===== src/rtl/semaforo_pkg.sv =====
`default_nettype none
// ============================================================================
// Module      : semaforo_pkg
// Description : Shared types and helpers for the timed two-way traffic light.
//               Holds the phase (fase) codes, the lamp bundle type with its
//               reset/decode constants, and the per-approach lamp decoder.
// Revision    : 1.0 - initial release
// ============================================================================
package semaforo_pkg;

    localparam int FASE_W = 3;

    // Phase codes double as the debug "fase" output value.
    typedef enum logic [FASE_W-1:0] {
        VERM_A   = 3'd0,   // all red, NS gets green next
        NS_VERDE = 3'd1,
        NS_AMAR  = 3'd2,
        VERM_B   = 3'd3,   // all red, LO gets green next
        LO_VERDE = 3'd4,
        LO_AMAR  = 3'd5,
        PISCA    = 3'd6    // flashing-yellow fault mode
    } fase_e;

    typedef struct packed {
        logic verde;
        logic amarelo;
        logic vermelho;
    } lampada_t;

    localparam lampada_t c_LAMP_VERMELHO = '{verde: 1'b0, amarelo: 1'b0, vermelho: 1'b1};
    localparam lampada_t c_LAMP_AMARELO  = '{verde: 1'b0, amarelo: 1'b1, vermelho: 1'b0};
    localparam lampada_t c_LAMP_VERDE    = '{verde: 1'b1, amarelo: 1'b0, vermelho: 1'b0};

    // Lamp decode for one approach. st_verde/st_amar name the two phases in
    // which this approach is not red; every other normal phase shows red.
    function automatic lampada_t decodifica_lampada(
        input logic [FASE_W-1:0] f,
        input logic              pisca,
        input logic [FASE_W-1:0] st_verde,
        input logic [FASE_W-1:0] st_amar
    );
        lampada_t l;
        l = c_LAMP_VERMELHO;
        if (f == PISCA) begin
            l = '{verde: 1'b0, amarelo: pisca, vermelho: 1'b0};
        end else if (f == st_verde) begin
            l = c_LAMP_VERDE;
        end else if (f == st_amar) begin
            l = c_LAMP_AMARELO;
        end
        return l;
    endfunction

endpackage
`default_nettype wire


===== src/rtl/semaforo_if.sv =====
`default_nettype none
// ============================================================================
// Module      : semaforo_if
// Description : Sensor/control inputs and lamp/debug outputs of one
//               intersection controller.
//               master : sensor conditioning side (drives tick, sens_*, falha)
//               slave  : the controller (drives lamps and fase)
// Revision    : 1.0 - initial release
// ============================================================================
interface semaforo_if #(
    parameter int N_SENS_NS = 2,
    parameter int N_SENS_LO = 2
) ();

    logic                               tick;
    logic [N_SENS_NS-1:0]               sens_ns;
    logic [N_SENS_LO-1:0]               sens_lo;
    logic                               falha;
    logic                               ns_verde;
    logic                               ns_amarelo;
    logic                               ns_vermelho;
    logic                               lo_verde;
    logic                               lo_amarelo;
    logic                               lo_vermelho;
    logic [semaforo_pkg::FASE_W-1:0]    fase;

    modport master (
        output tick, sens_ns, sens_lo, falha,
        input  ns_verde, ns_amarelo, ns_vermelho,
        input  lo_verde, lo_amarelo, lo_vermelho, fase
    );

    modport slave (
        input  tick, sens_ns, sens_lo, falha,
        output ns_verde, ns_amarelo, ns_vermelho,
        output lo_verde, lo_amarelo, lo_vermelho, fase
    );

endinterface
`default_nettype wire


===== src/rtl/semaforo_timer.sv =====
`default_nettype none
// ============================================================================
// Module      : semaforo_timer
// Description : Saturating phase timer with tick enable and synchronous clear,
//               plus the "elapsed" compares used by the phase FSM.
// Ports       : clk, rst_n        clock / async active-low reset
//               i_tick            advance enable
//               i_clr             synchronous clear (phase change)
//               o_fim_vermelho    all-red clearance elapsed this cycle
//               o_fim_amarelo     yellow elapsed this cycle
//               o_min_verde       minimum green elapsed or past
//               o_max_verde       maximum green elapsed or past
// Revision    : 1.0 - initial release
// ============================================================================
module semaforo_timer #(
    parameter int CNT_W       = 8,
    parameter int T_VERDE_MIN = 8,
    parameter int T_VERDE_MAX = 32,
    parameter int T_AMARELO   = 3,
    parameter int T_VERMELHO  = 2
) (
    input  wire logic clk,
    input  wire logic rst_n,
    input  wire logic i_tick,
    input  wire logic i_clr,
    output logic      o_fim_vermelho,
    output logic      o_fim_amarelo,
    output logic      o_min_verde,
    output logic      o_max_verde
);

    // Terminal counts: a duration of T ticks ends when the timer reads T-1
    // and a tick arrives.
    localparam logic [CNT_W-1:0] c_ULT_VERDE_MIN = CNT_W'(T_VERDE_MIN - 1);
    localparam logic [CNT_W-1:0] c_ULT_VERDE_MAX = CNT_W'(T_VERDE_MAX - 1);
    localparam logic [CNT_W-1:0] c_ULT_AMARELO   = CNT_W'(T_AMARELO - 1);
    localparam logic [CNT_W-1:0] c_ULT_VERMELHO  = CNT_W'(T_VERMELHO - 1);

    logic [CNT_W-1:0] r_cnt;

    // ou_mais selects "elapsed or past", needed for green phases where the
    // timer keeps counting (and saturates) while the phase is held.
    function automatic logic decorrido(
        input logic [CNT_W-1:0] cnt,
        input logic [CNT_W-1:0] ult,
        input logic             tick,
        input logic             ou_mais
    );
        return tick && (ou_mais ? (cnt >= ult) : (cnt == ult));
    endfunction

    always_ff @(posedge clk or negedge rst_n) begin
        if (!rst_n) begin
            r_cnt <= '0;
        end else if (i_clr) begin
            r_cnt <= '0;
        end else if (i_tick && (r_cnt != '1)) begin
            r_cnt <= r_cnt + CNT_W'(1);
        end
    end

    assign o_fim_vermelho = decorrido(r_cnt, c_ULT_VERMELHO,  i_tick, 1'b0);
    assign o_fim_amarelo  = decorrido(r_cnt, c_ULT_AMARELO,   i_tick, 1'b0);
    assign o_min_verde    = decorrido(r_cnt, c_ULT_VERDE_MIN, i_tick, 1'b1);
    assign o_max_verde    = decorrido(r_cnt, c_ULT_VERDE_MAX, i_tick, 1'b1);

endmodule
`default_nettype wire


===== src/rtl/semaforo_temporizado.sv =====
`default_nettype none
// ============================================================================
// Module      : semaforo_temporizado
// Description : Timed, demand-driven two-way traffic light controller with a
//               flashing-yellow fault mode. Lamps are registered (Moore).
// Ports       : clk     system clock, rising edge
//               rst_n   asynchronous active-low reset
//               bus     semaforo_if.slave:
//                         tick            timebase enable
//                         sens_ns/sens_lo vehicle-present flags
//                         falha           fault request (level)
//                         ns_*/lo_*       lamp outputs
//                         fase            current phase code (debug)
// Revision    : 1.0 - initial release
// ============================================================================
module semaforo_temporizado #(
    parameter int N_SENS_NS   = 2,
    parameter int N_SENS_LO   = 2,
    parameter int T_VERDE_MIN = 8,
    parameter int T_VERDE_MAX = 32,
    parameter int T_AMARELO   = 3,
    parameter int T_VERMELHO  = 2,
    parameter int CNT_W       = 8
) (
    input  wire logic  clk,
    input  wire logic  rst_n,
    semaforo_if.slave  bus
);

    import semaforo_pkg::*;

    localparam logic [FASE_W-1:0] c_VERM_A   = VERM_A;
    localparam logic [FASE_W-1:0] c_NS_VERDE = NS_VERDE;
    localparam logic [FASE_W-1:0] c_NS_AMAR  = NS_AMAR;
    localparam logic [FASE_W-1:0] c_VERM_B   = VERM_B;
    localparam logic [FASE_W-1:0] c_LO_VERDE = LO_VERDE;
    localparam logic [FASE_W-1:0] c_LO_AMAR  = LO_AMAR;
    localparam logic [FASE_W-1:0] c_PISCA    = PISCA;

    logic              w_dem_ns;
    logic              w_dem_lo;
    logic [FASE_W-1:0] r_fase;
    logic [FASE_W-1:0] w_fase_nxt;
    logic              r_pisca;
    logic              w_pisca_nxt;
    logic              w_troca;
    logic              w_fim_vermelho;
    logic              w_fim_amarelo;
    logic              w_min_verde;
    logic              w_max_verde;
    lampada_t          r_lamp_ns;
    lampada_t          r_lamp_lo;

    // Demand is the live OR of the sensors; nothing is latched.
    assign w_dem_ns = |bus.sens_ns[N_SENS_NS-1:0];
    assign w_dem_lo = |bus.sens_lo[N_SENS_LO-1:0];

    // Any phase change restarts the timer from zero.
    assign w_troca = (w_fase_nxt != r_fase);

    semaforo_timer #(
        .CNT_W       (CNT_W),
        .T_VERDE_MIN (T_VERDE_MIN),
        .T_VERDE_MAX (T_VERDE_MAX),
        .T_AMARELO   (T_AMARELO),
        .T_VERMELHO  (T_VERMELHO)
    ) u_timer (
        .clk            (clk),
        .rst_n          (rst_n),
        .i_tick         (bus.tick),
        .i_clr          (w_troca),
        .o_fim_vermelho (w_fim_vermelho),
        .o_fim_amarelo  (w_fim_amarelo),
        .o_min_verde    (w_min_verde),
        .o_max_verde    (w_max_verde)
    );

    // Next phase. The fault request overrides everything and does not wait
    // for a tick; leaving the fault always goes through full all-red.
    always_comb begin
        w_fase_nxt = r_fase;
        if (bus.falha) begin
            w_fase_nxt = c_PISCA;
        end else begin
            case (r_fase)
                c_VERM_A:   if (w_fim_vermelho) w_fase_nxt = c_NS_VERDE;
                c_NS_VERDE: if (w_dem_lo && ((w_min_verde && !w_dem_ns) || w_max_verde))
                                w_fase_nxt = c_NS_AMAR;
                c_NS_AMAR:  if (w_fim_amarelo)  w_fase_nxt = c_VERM_B;
                c_VERM_B:   if (w_fim_vermelho) w_fase_nxt = c_LO_VERDE;
                c_LO_VERDE: if (w_dem_ns && ((w_min_verde && !w_dem_lo) || w_max_verde))
                                w_fase_nxt = c_LO_AMAR;
                c_LO_AMAR:  if (w_fim_amarelo)  w_fase_nxt = c_VERM_A;
                c_PISCA:    w_fase_nxt = c_VERM_A;
                default:    w_fase_nxt = c_VERM_A;
            endcase
        end
    end

    // Flash phase: starts lit on entry, toggles per tick while flashing,
    // held at zero outside the fault mode.
    always_comb begin
        w_pisca_nxt = 1'b0;
        if (w_fase_nxt == c_PISCA) begin
            w_pisca_nxt = (r_fase != c_PISCA) ? 1'b1 : (r_pisca ^ bus.tick);
        end
    end

    // Lamps are decoded from the next-state values so the registered lamps
    // always match the registered phase.
    always_ff @(posedge clk or negedge rst_n) begin
        if (!rst_n) begin
            r_fase    <= c_VERM_A;
            r_pisca   <= 1'b0;
            r_lamp_ns <= c_LAMP_VERMELHO;
            r_lamp_lo <= c_LAMP_VERMELHO;
        end else begin
            r_fase    <= w_fase_nxt;
            r_pisca   <= w_pisca_nxt;
            r_lamp_ns <= decodifica_lampada(w_fase_nxt, w_pisca_nxt, c_NS_VERDE, c_NS_AMAR);
            r_lamp_lo <= decodifica_lampada(w_fase_nxt, w_pisca_nxt, c_LO_VERDE, c_LO_AMAR);
        end
    end

    assign bus.ns_verde    = r_lamp_ns.verde;
    assign bus.ns_amarelo  = r_lamp_ns.amarelo;
    assign bus.ns_vermelho = r_lamp_ns.vermelho;
    assign bus.lo_verde    = r_lamp_lo.verde;
    assign bus.lo_amarelo  = r_lamp_lo.amarelo;
    assign bus.lo_vermelho = r_lamp_lo.vermelho;
    assign bus.fase        = r_fase;

endmodule
`default_nettype wire


===== src/flat_wrapper.sv =====
// flat-port wrapper written by rule: the top's interface ports become plain ports
module semaforo_temporizado_flat import semaforo_pkg::*;
#(
    parameter int N_SENS_NS   = 2,
    parameter int N_SENS_LO   = 2,
    parameter int T_VERDE_MIN = 8,
    parameter int T_VERDE_MAX = 32,
    parameter int T_AMARELO   = 3,
    parameter int T_VERMELHO  = 2,
    parameter int CNT_W       = 8
)
  (clk, rst_n, bus_tick, bus_sens_ns, bus_sens_lo, bus_falha, bus_ns_verde, bus_ns_amarelo, bus_ns_vermelho, bus_lo_verde, bus_lo_amarelo, bus_lo_vermelho, bus_fase);
  semaforo_if #(.N_SENS_NS(N_SENS_NS), .N_SENS_LO(N_SENS_LO)) bus_i ();
  input  wire logic clk;
  input  wire logic rst_n;
  input wire logic [$bits(bus_i.tick)-1:0] bus_tick;
  input wire logic [$bits(bus_i.sens_ns)-1:0] bus_sens_ns;
  input wire logic [$bits(bus_i.sens_lo)-1:0] bus_sens_lo;
  input wire logic [$bits(bus_i.falha)-1:0] bus_falha;
  output wire logic [$bits(bus_i.ns_verde)-1:0] bus_ns_verde;
  output wire logic [$bits(bus_i.ns_amarelo)-1:0] bus_ns_amarelo;
  output wire logic [$bits(bus_i.ns_vermelho)-1:0] bus_ns_vermelho;
  output wire logic [$bits(bus_i.lo_verde)-1:0] bus_lo_verde;
  output wire logic [$bits(bus_i.lo_amarelo)-1:0] bus_lo_amarelo;
  output wire logic [$bits(bus_i.lo_vermelho)-1:0] bus_lo_vermelho;
  output wire logic [$bits(bus_i.fase)-1:0] bus_fase;
  assign bus_i.tick = bus_tick;
  assign bus_i.sens_ns = bus_sens_ns;
  assign bus_i.sens_lo = bus_sens_lo;
  assign bus_i.falha = bus_falha;
  assign bus_ns_verde = bus_i.ns_verde;
  assign bus_ns_amarelo = bus_i.ns_amarelo;
  assign bus_ns_vermelho = bus_i.ns_vermelho;
  assign bus_lo_verde = bus_i.lo_verde;
  assign bus_lo_amarelo = bus_i.lo_amarelo;
  assign bus_lo_vermelho = bus_i.lo_vermelho;
  assign bus_fase = bus_i.fase;
  semaforo_temporizado #(.N_SENS_NS(N_SENS_NS), .N_SENS_LO(N_SENS_LO), .T_VERDE_MIN(T_VERDE_MIN), .T_VERDE_MAX(T_VERDE_MAX), .T_AMARELO(T_AMARELO), .T_VERMELHO(T_VERMELHO), .CNT_W(CNT_W)) u_core (.clk(clk), .rst_n(rst_n), .bus(bus_i));
endmodule

===== config.mk =====
export PLATFORM = sky130hd
export DESIGN_NAME = semaforo_temporizado_flat
export DESIGN_NICKNAME = d
export VERILOG_FILES = /design/src/rtl/semaforo_pkg.sv /design/src/rtl/semaforo_if.sv /design/src/rtl/semaforo_timer.sv /design/src/rtl/semaforo_temporizado.sv /design/src/flat_wrapper.sv
export SDC_FILE = /design/constraint.sdc
export NUM_CORES = 1
export LEC_CHECK = 0
export CAP_MARGIN = 20
export CORE_MARGIN = 2
export CORE_UTILIZATION = 54
export CTS_BUF_LIST = sky130_fd_sc_hd__clkbuf_8 sky130_fd_sc_hd__clkbuf_16
export DETAILED_ROUTE_END_ITERATION = 7
export PLACE_DENSITY = 0.79
export SLEW_MARGIN = 20
export SYNTH_ARGS = -nofsm -noshare
export SYNTH_HDL_FRONTEND = slang
export SYNTH_SLANG_ARGS = --single-unit
export TNS_END_PERCENT = 30

===== constraint.sdc =====
create_clock -name clk -period 2.8 [get_ports clk]
set_input_delay 0.28 -clock clk [delete_from_list [all_inputs] [get_ports clk]]
set_output_delay 0.28 -clock clk [all_outputs]
set_load 0.02 [all_outputs]

; Word-level counts from Yosys, hierarchy flattened
; Index checks and enable logic that the tools add are counted.
[word_totals]
wordCells = 63
input_bits = 8
output_inout_bits = 9
ff_bits = 18
[classes]
n_reduce_logical = 17
n_addsub = 1
muxes = 18
n_lt_le_gt_ge = 2
n_eq_ne = 15
n_bitwise = 1
[op_table]
columns = cell, n
row1 = $mux W3, 11
row2 = $pmux W3 S6, 1
row3 = $mux W8, 2
row4 = $eq A3 B3 Y1 const B, 5
row5 = $eq A3 B2 Y1 const B, 3
row6 = $logic_and A1 B1 Y1, 9
row7 = $add A8 B1 Y8 const B, 1
row8 = $eq A8 B1 Y1 const B, 1
row9 = $eq A8 B2 Y1 const B, 1
row10 = $ge A8 B3 Y1 const B, 1
row11 = $ge A8 B5 Y1 const B, 1
row12 = $ne A8 B8 Y1 const B, 1
row13 = $eq A3 B1 Y1 const B, 2
row14 = $mux W2, 2
row15 = $reduce_or A2 Y1, 2
row16 = $logic_not A3 Y1, 1
row17 = $ne A3 B3 Y1, 1
row18 = $ne A3 B3 Y1 const B, 1
row19 = $logic_not A1 Y1, 2
row20 = $logic_or A1 B1 Y1, 2
row21 = $mux W1, 2
row22 = $reduce_bool A2 Y1, 1
row23 = $xor A1 B1 Y1, 1

; Depth between registers and ports, before layout
; Gate-level depths: netlist of the first run.
[depth]
ltp_word = 12
mapped_depth = 8

; Cells and area by module
; Synthesis of the first run repeated with hierarchy kept, for this count alone.
[unflattened]
cells_unflattened = 117
area_unflattened_um2 = 1169.9
[by_module_without_submodules]
columns = mod, cells_each, seq_area_each_um2, n_inst, area_each_um2
row1 = semaforo_temporizado, 57, 252.7, 1, 601.8
row2 = semaforo_timer, 60, 200.2, 1, 568.0

; Worst setup path before layout of the first run
; OpenSTA, ideal clock, no wires.
[synth_timing]
path_kind = register -> register
from = register u_core.u_timer.r_cnt[1]
to = register u_core.u_timer.r_cnt[0]
slack_ns = 0.514
required_time_ns = 2.675
stages_incl_launch_ff = 9
period_less_slack_ns = 2.286
path_buffers = 1
arrival_ns = 2.161
path_cell_list = dfrtp_1 ha_1 nand3_2 a2111o_1 a21o_1 a221o_1 nand2_2 buf_12 mux2_4
[synth_between]
elab_chain_cells = 10
[synth_rtl]
columns = item, line_no
row1 = start: declaration, semaforo_timer.sv:39  ; logic [CNT_W-1:0] r_cnt;
row2 = start signal: assignment, semaforo_timer.sv:58  ; r_cnt <= r_cnt + CNT_W'(1);
row3 = $ge A8 B3 Y1, semaforo_timer.sv:49  ; return tick && (ou_mais ? (cnt >= ult) : (cnt == ult));
row4 = $logic_and A1 B1 Y1, semaforo_timer.sv:49
row5 = "$logic_and A1 B1 Y1, on equally long branches", "semaforo_temporizado.sv:91, semaforo_temporizado.sv:87"
row6 = "$logic_or A1 B1 Y1, on equally long branches", "semaforo_temporizado.sv:91, semaforo_temporizado.sv:87"
row7 = "$logic_and A1 B1 Y1, on equally long branches", "semaforo_temporizado.sv:91, semaforo_temporizado.sv:87"
row8 = "$mux W3, on equally long branches", "semaforo_temporizado.sv:91, semaforo_temporizado.sv:87"
row9 = $pmux W3 S6 *, semaforo_temporizado.sv:85  ; case (r_fase)
row10 = $mux W3 *, semaforo_temporizado.sv:82  ; if (bus.falha) begin
row11 = via u_core.w_fase_nxt[0], semaforo_temporizado.sv:43  ; logic [FASE_W-1:0] w_fase_nxt;
row12 = $ne A3 B3 Y1 *, semaforo_temporizado.sv:59  ; assign w_troca = (w_fase_nxt != r_fase);
row13 = $mux W8 or $reduce_bool A2 Y1 (tied branches), --
; Mark *: on every way through the listed nets, which the timed path passes. The rest lies on a longest branch.
; A chain may end at the register's enable or synchronous reset.

; Final worst setup path of the first run
[layout_timing]
from = register u_core.u_timer.r_cnt[1]
to = register u_core.u_timer.r_cnt[1]
[layout_between]
elab_chain_cells = 10
[layout_rtl]
columns = item, line_no
row1 = $ge A8 B3 Y1, semaforo_timer.sv:49
row2 = $logic_and A1 B1 Y1, semaforo_timer.sv:49
row3 = "$logic_and A1 B1 Y1, on equally long branches", "semaforo_temporizado.sv:91, semaforo_temporizado.sv:87"
row4 = "$logic_or A1 B1 Y1, on equally long branches", "semaforo_temporizado.sv:91, semaforo_temporizado.sv:87"
row5 = "$logic_and A1 B1 Y1, on equally long branches", "semaforo_temporizado.sv:91, semaforo_temporizado.sv:87"
row6 = "$mux W3, on equally long branches", "semaforo_temporizado.sv:91, semaforo_temporizado.sv:87"
row7 = $pmux W3 S6, semaforo_temporizado.sv:85
row8 = $mux W3, semaforo_temporizado.sv:82
row9 = $ne A3 B3 Y1, semaforo_temporizado.sv:59
row10 = $mux W8 or $reduce_bool A2 Y1 (tied branches), --
; Parallel ways exist; a longest one is shown, timed or not. The select of a mux whose other input is x is not followed.

==> impl_metrics.json, run 1 <==
{
  "worst_ir_drop_vdd_mv": 0.400,
  "relSlewSlack_pct": 49.8,
  "fp.dieH_um": 51.7,
  "setup_tns_ns": 0,
  "timing.critical_path.fanout_max": 9,
  "drt_iter0_markers": 36,
  "n_fill_cell": 171,
  "hold_buffers": 0,
  "routed_wl_mm": 2.75,
  "reg2reg_from": "u_core.u_timer.r_cnt[1]$_DFFE_PN0P_",
  "clk_pin_slew_ns": 0.07,
  "max_freq_mhz": 386,
  "insertedDiodeCount": 0,
  "via_per_inst": 6.13,
  "post_cts_buffers": 0,
  "setup_violations": 0,
  "track_usage_pct": 23.1,
  "vias": 1091,
  "netlist_instances": 128,
  "fin_crit_sh_pct": 92.5,
  "synthXorXnorAreaFrac_pct": 2.14,
  "crit_required_ns": 2.96,
  "fin_util_pct": 68.1,
  "routedWlPerCell_um": 15.5,
  "skew_ns": 0.00797,
  "rows": 17,
  "grt_overflow": 0,
  "drc": 0,
  "start_util_pct": 56.1,
  "first_pass_iters": 4,
  "gp_congestion": 0.929,
  "min_path_type": "in -> async",
  "end_kind": "flip-flop",
  "clockBufferDepth": 2,
  "netlist_area_sq_um": 1230,
  "grt_max_degree": 19,
  "synth_edf_count": 0,
  "dpl.hpwl_mm": 2.02,
  "portBuffers": 16,
  "power.leakage_nw": 0.590,
  "yosys_register_bits": 18,
  "worstSetupStartpointType": "flip-flop",
  "layout_min_cycle_time_ns": 2.59,
  "multi_input_area_sq_um": 709,
  "synth-async-reset-ratio_pct": 100,
  "placed_area_sq_um": 1440,
  "synth_mux_area_share_pct": 11.6,
  "status": "complete, no violations",
  "seq_area_frac_synth_pct": 36.9,
  "grt_pass1_vias": 1020,
  "synth_top_family_by_area": "simple AND/OR/NAND/NOR gates",
  "synthFlopType": "dfrtp_1",
  "yosys.area_share.simple_pct": 22.0,
  "ctsResizeCount": 0,
  "fin_nets": 162,
  "synthAdderAreaFrac_pct": 3.05,
  "syn_avg_cell_area_sq_um": 9.60,
  "cap_violations": 0,
  "ys_types": 43,
  "holdWs_ns": 0.462,
  "antenna_left": 0,
  "antenna_found_initial": 0,
  "r2r_slack_ns": 0.21,
  "path_class": "reg -> reg",
  "r2r_cells": 8,
  "synth_compound_area_share_pct": 18.9,
  "tritoncts": "yes",
  "clkSinkCount": 18,
  "final_area_sq_um": 1490,
  "worst-path-buf-inv": 1,
  "slowest_delay_ns": 0.42,
  "worstMarginPinSlew_ns": 0.750,
  "cts_buffers": 3,
  "root_buffer": "clkbuf_8",
  "slew_violations": 0,
  "syn-num-nets": 139,
  "grt_pass1_wl_mm": 4.57,
  "syn_to_final_growth_pct": 21.4,
  "yosysWarnings": 0,
  "reg2reg_to": "u_core.u_timer.r_cnt[1]$_DFFE_PN0P_",
  "cellPowerDensity_nw_per_um2": 445,
  "drive_above_1_share_pct": 19.3,
  "clkLatencyLatePin_ns": 0.26,
  "critPathLaunch": "u_core.u_timer.r_cnt[1]$_DFFE_PN0P_",
  "path_cells": "ha_1 > a211oi_1 > o311a_2 > nand3b_1 > a32oi_2 > nand2_2 > buf_4 > o31ai_1",
  "ios": 17,
  "die_x_um": 51.7,
  "path_delay_family": "compound AO/OA/AOI/OAI gates",
  "h-tree-depth": 1,
  "die-area_sq_um": 2670,
  "crit_arrival_ns": 2.75,
  "regArea_sq_um": 453,
  "rsz0062_at_grt": "no",
  "cp_slowest_cell": "dfrtp_1",
  "coreArea_sq_um": 2190,
  "hold_viol_final": 0
}
## worst max-delay path by stage
stage                                          endpoint  depth (start not counted)
finish              u_core.u_timer.r_cnt[1]$_DFFE_PN0P_                          8
global route        u_core.u_timer.r_cnt[1]$_DFFE_PN0P_                          8
CTS                 u_core.u_timer.r_cnt[1]$_DFFE_PN0P_                          8
detailed placement  u_core.u_timer.r_cnt[3]$_DFFE_PN0P_                          7
global placement    u_core.u_timer.r_cnt[3]$_DFFE_PN0P_                          7
floorplan           u_core.u_timer.r_cnt[0]$_DFFE_PN0P_                          8
## registers in the layout, summed over array words and instances, names as in the netlist
| register | flops |
|---|---|
| u_core.bus.ns_amarelo | 1 |
| u_core.r_pisca | 1 |
| u_core.bus.ns_verde | 1 |
| u_core.bus.fase | 3 |
| u_core.bus.ns_vermelho | 1 |
| u_core.bus.lo_vermelho | 1 |
| u_core.bus.lo_verde | 1 |
| u_core.u_timer.r_cnt | 8 |
| u_core.bus.lo_amarelo | 1 |
## power by group
| group | switching, W | leakage [nW] | total, W | internal (W) |
|---|---|---|---|---|
| clock network | 0.0000883 | 0.0288 | 0.000213 | 0.000125 |
| registers | 0.0000177 | 0.231 | 0.000298 | 0.000281 |
| logic | 0.0000835 | 0.331 | 0.000152 | 0.0000684 |
## per-stage QoR
| step | std cells | power (W) | setup WS (ns) |
|---|---|---|---|
| floorplan | 128 | 0.000396 | 0.514 |
| global placement | 174 | 0.000451 | 0.123 |
| detailed placement | 174 | 0.000454 | 0.0938 |
| CTS | 178 | 0.000669 | 0.254 |
| global route | 178 | 0.000695 | 0.0961 |
| finish | 178 | 0.000664 | 0.209 |
## cell type report
| type | instances | share of cell area [%] |
|---|---|---|
| multi-input combinational | 97 | 47.6 |
| sequential | 18 | 30.4 |
| timing repair buffer | 22 | 13.8 |
| clock buffer | 4 | 3.69 |
| tap | 28 | 2.35 |
| inverter | 9 | 2.27 |
## placed cells by master, fill, tap and decap left out, drive strengths merged, types with 2 or more instances in the layout
cell	instances
xnor2	2
mux2	8
mux2i	3
a2111o	2
nand3b	2
o21ai	7
clkbuf	4
inv	9
buf	6
nor4b	3
nand2	9
a21oi	2
and3	2
o31ai	2
dfstp	2
nand3	5
ha	3
a31oi	2
nand4	3
o211ai	2
nor2	13
nor3	12
dfrtp	16
o311a	2
clkdlybuf4s50	16
## routing by layer
layer  vias to the layer above  GRT usage [%]  routed length [um]
met2                        45           37.0                1280
li1                        522              -                   -
met5                         -              0                   0
met4                         0           10.5                  57
met3                         7           2.87                 157
met1                       517           31.3                1250
## cells by family after synthesis
logic type                 Yosys count
adders and majority gates            3
buffers and inverters               13
xor gates and xnor gates             3
muxes                               11
and+or+nand+nor                     51
AOI/OAI and AO/OA                   29
DFF                                 18
## cells in the mapped netlist (2+ instances only)
cell type  count  area [sq um]
mux2_2         2          22.5
and3_1         2          12.5
mux2_4         6          90.1
nor4b_1        2          17.5
nand3_1        4          20.0
nand4_1        3          18.8
dfrtp_1       16           400
o31ai_1        2          15.0
clkbuf_1       2          7.51
nor2_1        13          48.8
a21oi_1        2          10.0
mux2i_1        3          30.0
xnor2_1        2          17.5
a2111o_1       2          22.5
ha_1           3          37.5
nand2_1        8          30.0
nor3_1        12          60.1
a31oi_1        2          12.5
o211ai_1       2          15.0
inv_1          9          33.8
o21ai_0        7          35.0
nand3b_1       2          15.0
dfstp_2        2          52.6
Note: power is estimated with default switching activity, not from simulation.
==> run 2, diff against run 1 <==
Settings changed: ABC_CLOCK_PERIOD_IN_PS set to 2800.
==> results of run 2 <==
No change in the layout: final DEF, timing and power equal those of run 1.
==> run 3, diff against run 2 <==
Settings changed: ABC_AREA set to 0, RECOVER_POWER set to 50.
==> impl_metrics.json, run 3 (same netlist as run 1, synthesis figures left out) <==
{
  "totalPowerFinal_w": 0.000661,
  "grt_overflow": 0,
  "cellPowerDensity_nw_per_um2": 443,
  "rsz0062_at_grt": "no",
  "die_x_um": 51.7,
  "clk_pin_slew_ns": 0.07,
  "cts_buffers": 3,
  "slowest_delay_ns": 0.42,
  "worstMarginPinSlew_ns": 0.758,
  "max_flop_register": "u_core.u_timer.r_cnt",
  "gp_congestion": 0.929,
  "placed_cells": 174,
  "crit_required_ns": 2.96,
  "multi_input_area_sq_um": 709,
  "drc": 0,
  "power.leakage_nw": 0.598,
  "skew_ns": 0.00797,
  "coreArea_sq_um": 2190,
  "setup_tns_ns": 0,
  "hold_buffers": 0,
  "fin_cells": 178,
  "regArea_sq_um": 453,
  "crit_arrival_ns": 2.75,
  "first_pass_iters": 4,
  "vias": 1091,
  "cap_violations": 0,
  "critPathLaunch": "u_core.u_timer.r_cnt[1]$_DFFE_PN0P_",
  "max_freq_mhz": 386,
  "worstSetupStartpointType": "flip-flop",
  "dpl.hpwl_mm": 2.02,
  "insertedDiodeCount": 0,
  "rows": 17,
  "antenna_left": 0,
  "grt_pass1_wl_mm": 4.57,
  "slew_violations": 0,
  "cp_slowest_cell": "dfrtp_1",
  "via_per_inst": 6.13,
  "fin_crit_sh_pct": 92.5,
  "final_cell_mix": "dfrtp_1, nor2_1, nor3_1, clkdlybuf4s50_1, inv_1",
  "root_buffer": "clkbuf_8",
  "grt_max_degree": 19,
  "n_fill_cell": 171,
  "routedWlPerCell_um": 15.5,
  "clkLatencyLatePin_ns": 0.26,
  "fp.dieH_um": 51.7,
  "layout_min_cycle_time_ns": 2.59,
  "syn_to_final_growth_pct": 21.4,
  "end_kind": "flip-flop",
  "path_class": "reg -> reg",
  "portBuffers": 16,
  "clkSinkCount": 18,
  "setup_violations": 0,
  "largest_register_ffs": 8,
  "ios": 17,
  "hold_viol_final": 0,
  "worst_ir_drop_vdd_mv": 0.396,
  "path_delay_family": "compound AO/OA/AOI/OAI gates",
  "post_cts_buffers": 0,
  "fin_nets": 162,
  "path_cells": "ha_1 > a211oi_1 > o311a_2 > nand3b_1 > a32oi_2 > nand2_2 > buf_4 > o31ai_1",
  "status": "complete, no violations",
  "reg2reg_from": "u_core.u_timer.r_cnt[1]$_DFFE_PN0P_",
  "drive_above_1_share_pct": 19.3,
  "start_util_pct": 56.1,
  "die-area_sq_um": 2670,
  "drt_iter0_markers": 36,
  "antenna_found_initial": 0,
  "h-tree-depth": 1,
  "timing.critical_path.fanout_max": 9,
  "clockBufferDepth": 2,
  "final_common_cell": "dfrtp_1",
  "ctsResizeCount": 0,
  "routed_wl_mm": 2.75,
  "min_path_type": "in -> async",
  "track_usage_pct": 23.1,
  "tritoncts": "yes",
  "grt_pass1_vias": 1020,
  "worst-path-buf-inv": 1,
  "relSlewSlack_pct": 49.3
}
==> run 3: cell types whose count changed in the layout (fill, tap and decap cells not counted) <==
cell / previous run / this run
dlygate4sd3_1: 0 / 5
clkdlybuf4s50_1: 16 / 11
==> run 3: area by class of cell <==
class | count | share of cell area, %
multi-input combinational | 97 | 47.6
inverter | 9 | 2.27
clock buffer | 4 | 3.69
timing repair buffer | 22 | 13.8
sequential | 18 | 30.4
tap | 28 | 2.35
==> run 3: power by group <==
group,switching (W),internal [W],total [W]
Sequential,0.0000174,0.000281,0.000298
Clock,0.0000883,0.000125,0.000213
Combinational,0.0000835,0.0000658,0.000149
Total,0.000189,0.000472,0.000661
==> run 3: stage by stage <==
step | area [sq um] | utilization (%) | setup WS, ns | hold WS (ns)
after detailed placement | 1440 | 65.6 | 0.0938 | 0.725
after global routing | 1490 | 68.1 | 0.0961 | 0.615
after floorplan | 1230 | - | 0.514 | -0.0156
final | 1490 | 68.1 | 0.209 | 0.532
after CTS | 1490 | 68.1 | 0.254 | 0.498
after global placement | 1440 | 65.6 | 0.123 | 0.714
==> run 3: path summary, 6_finish.rpt <==
kind | endpoint | slack [ns] | cells after the start
setup / recovery | u_core.u_timer.r_cnt[1]$_DFFE_PN0P_ | 0.21 | 8
hold / removal | u_core.bus.fase[0]$_DFF_PN0_ | 0.53 | 1
setup reg to reg | u_core.u_timer.r_cnt[1]$_DFFE_PN0P_ | 0.21 | 8
hold reg to reg | u_core.r_pisca$_DFF_PN0_ | 0.73 | 3
max in group asynchronous | u_core.u_timer.r_cnt[0]$_DFFE_PN0P_ | 1.79 | 1
min in group clk | u_core.r_pisca$_DFF_PN0_ | 0.73 | 3
==> run 3: metal layers <==
layer,global-route usage (%),routed length (um)
met1,31.3,1250
met2,37.0,1280
met3,2.87,157
met4,10.5,57
met5,0,0
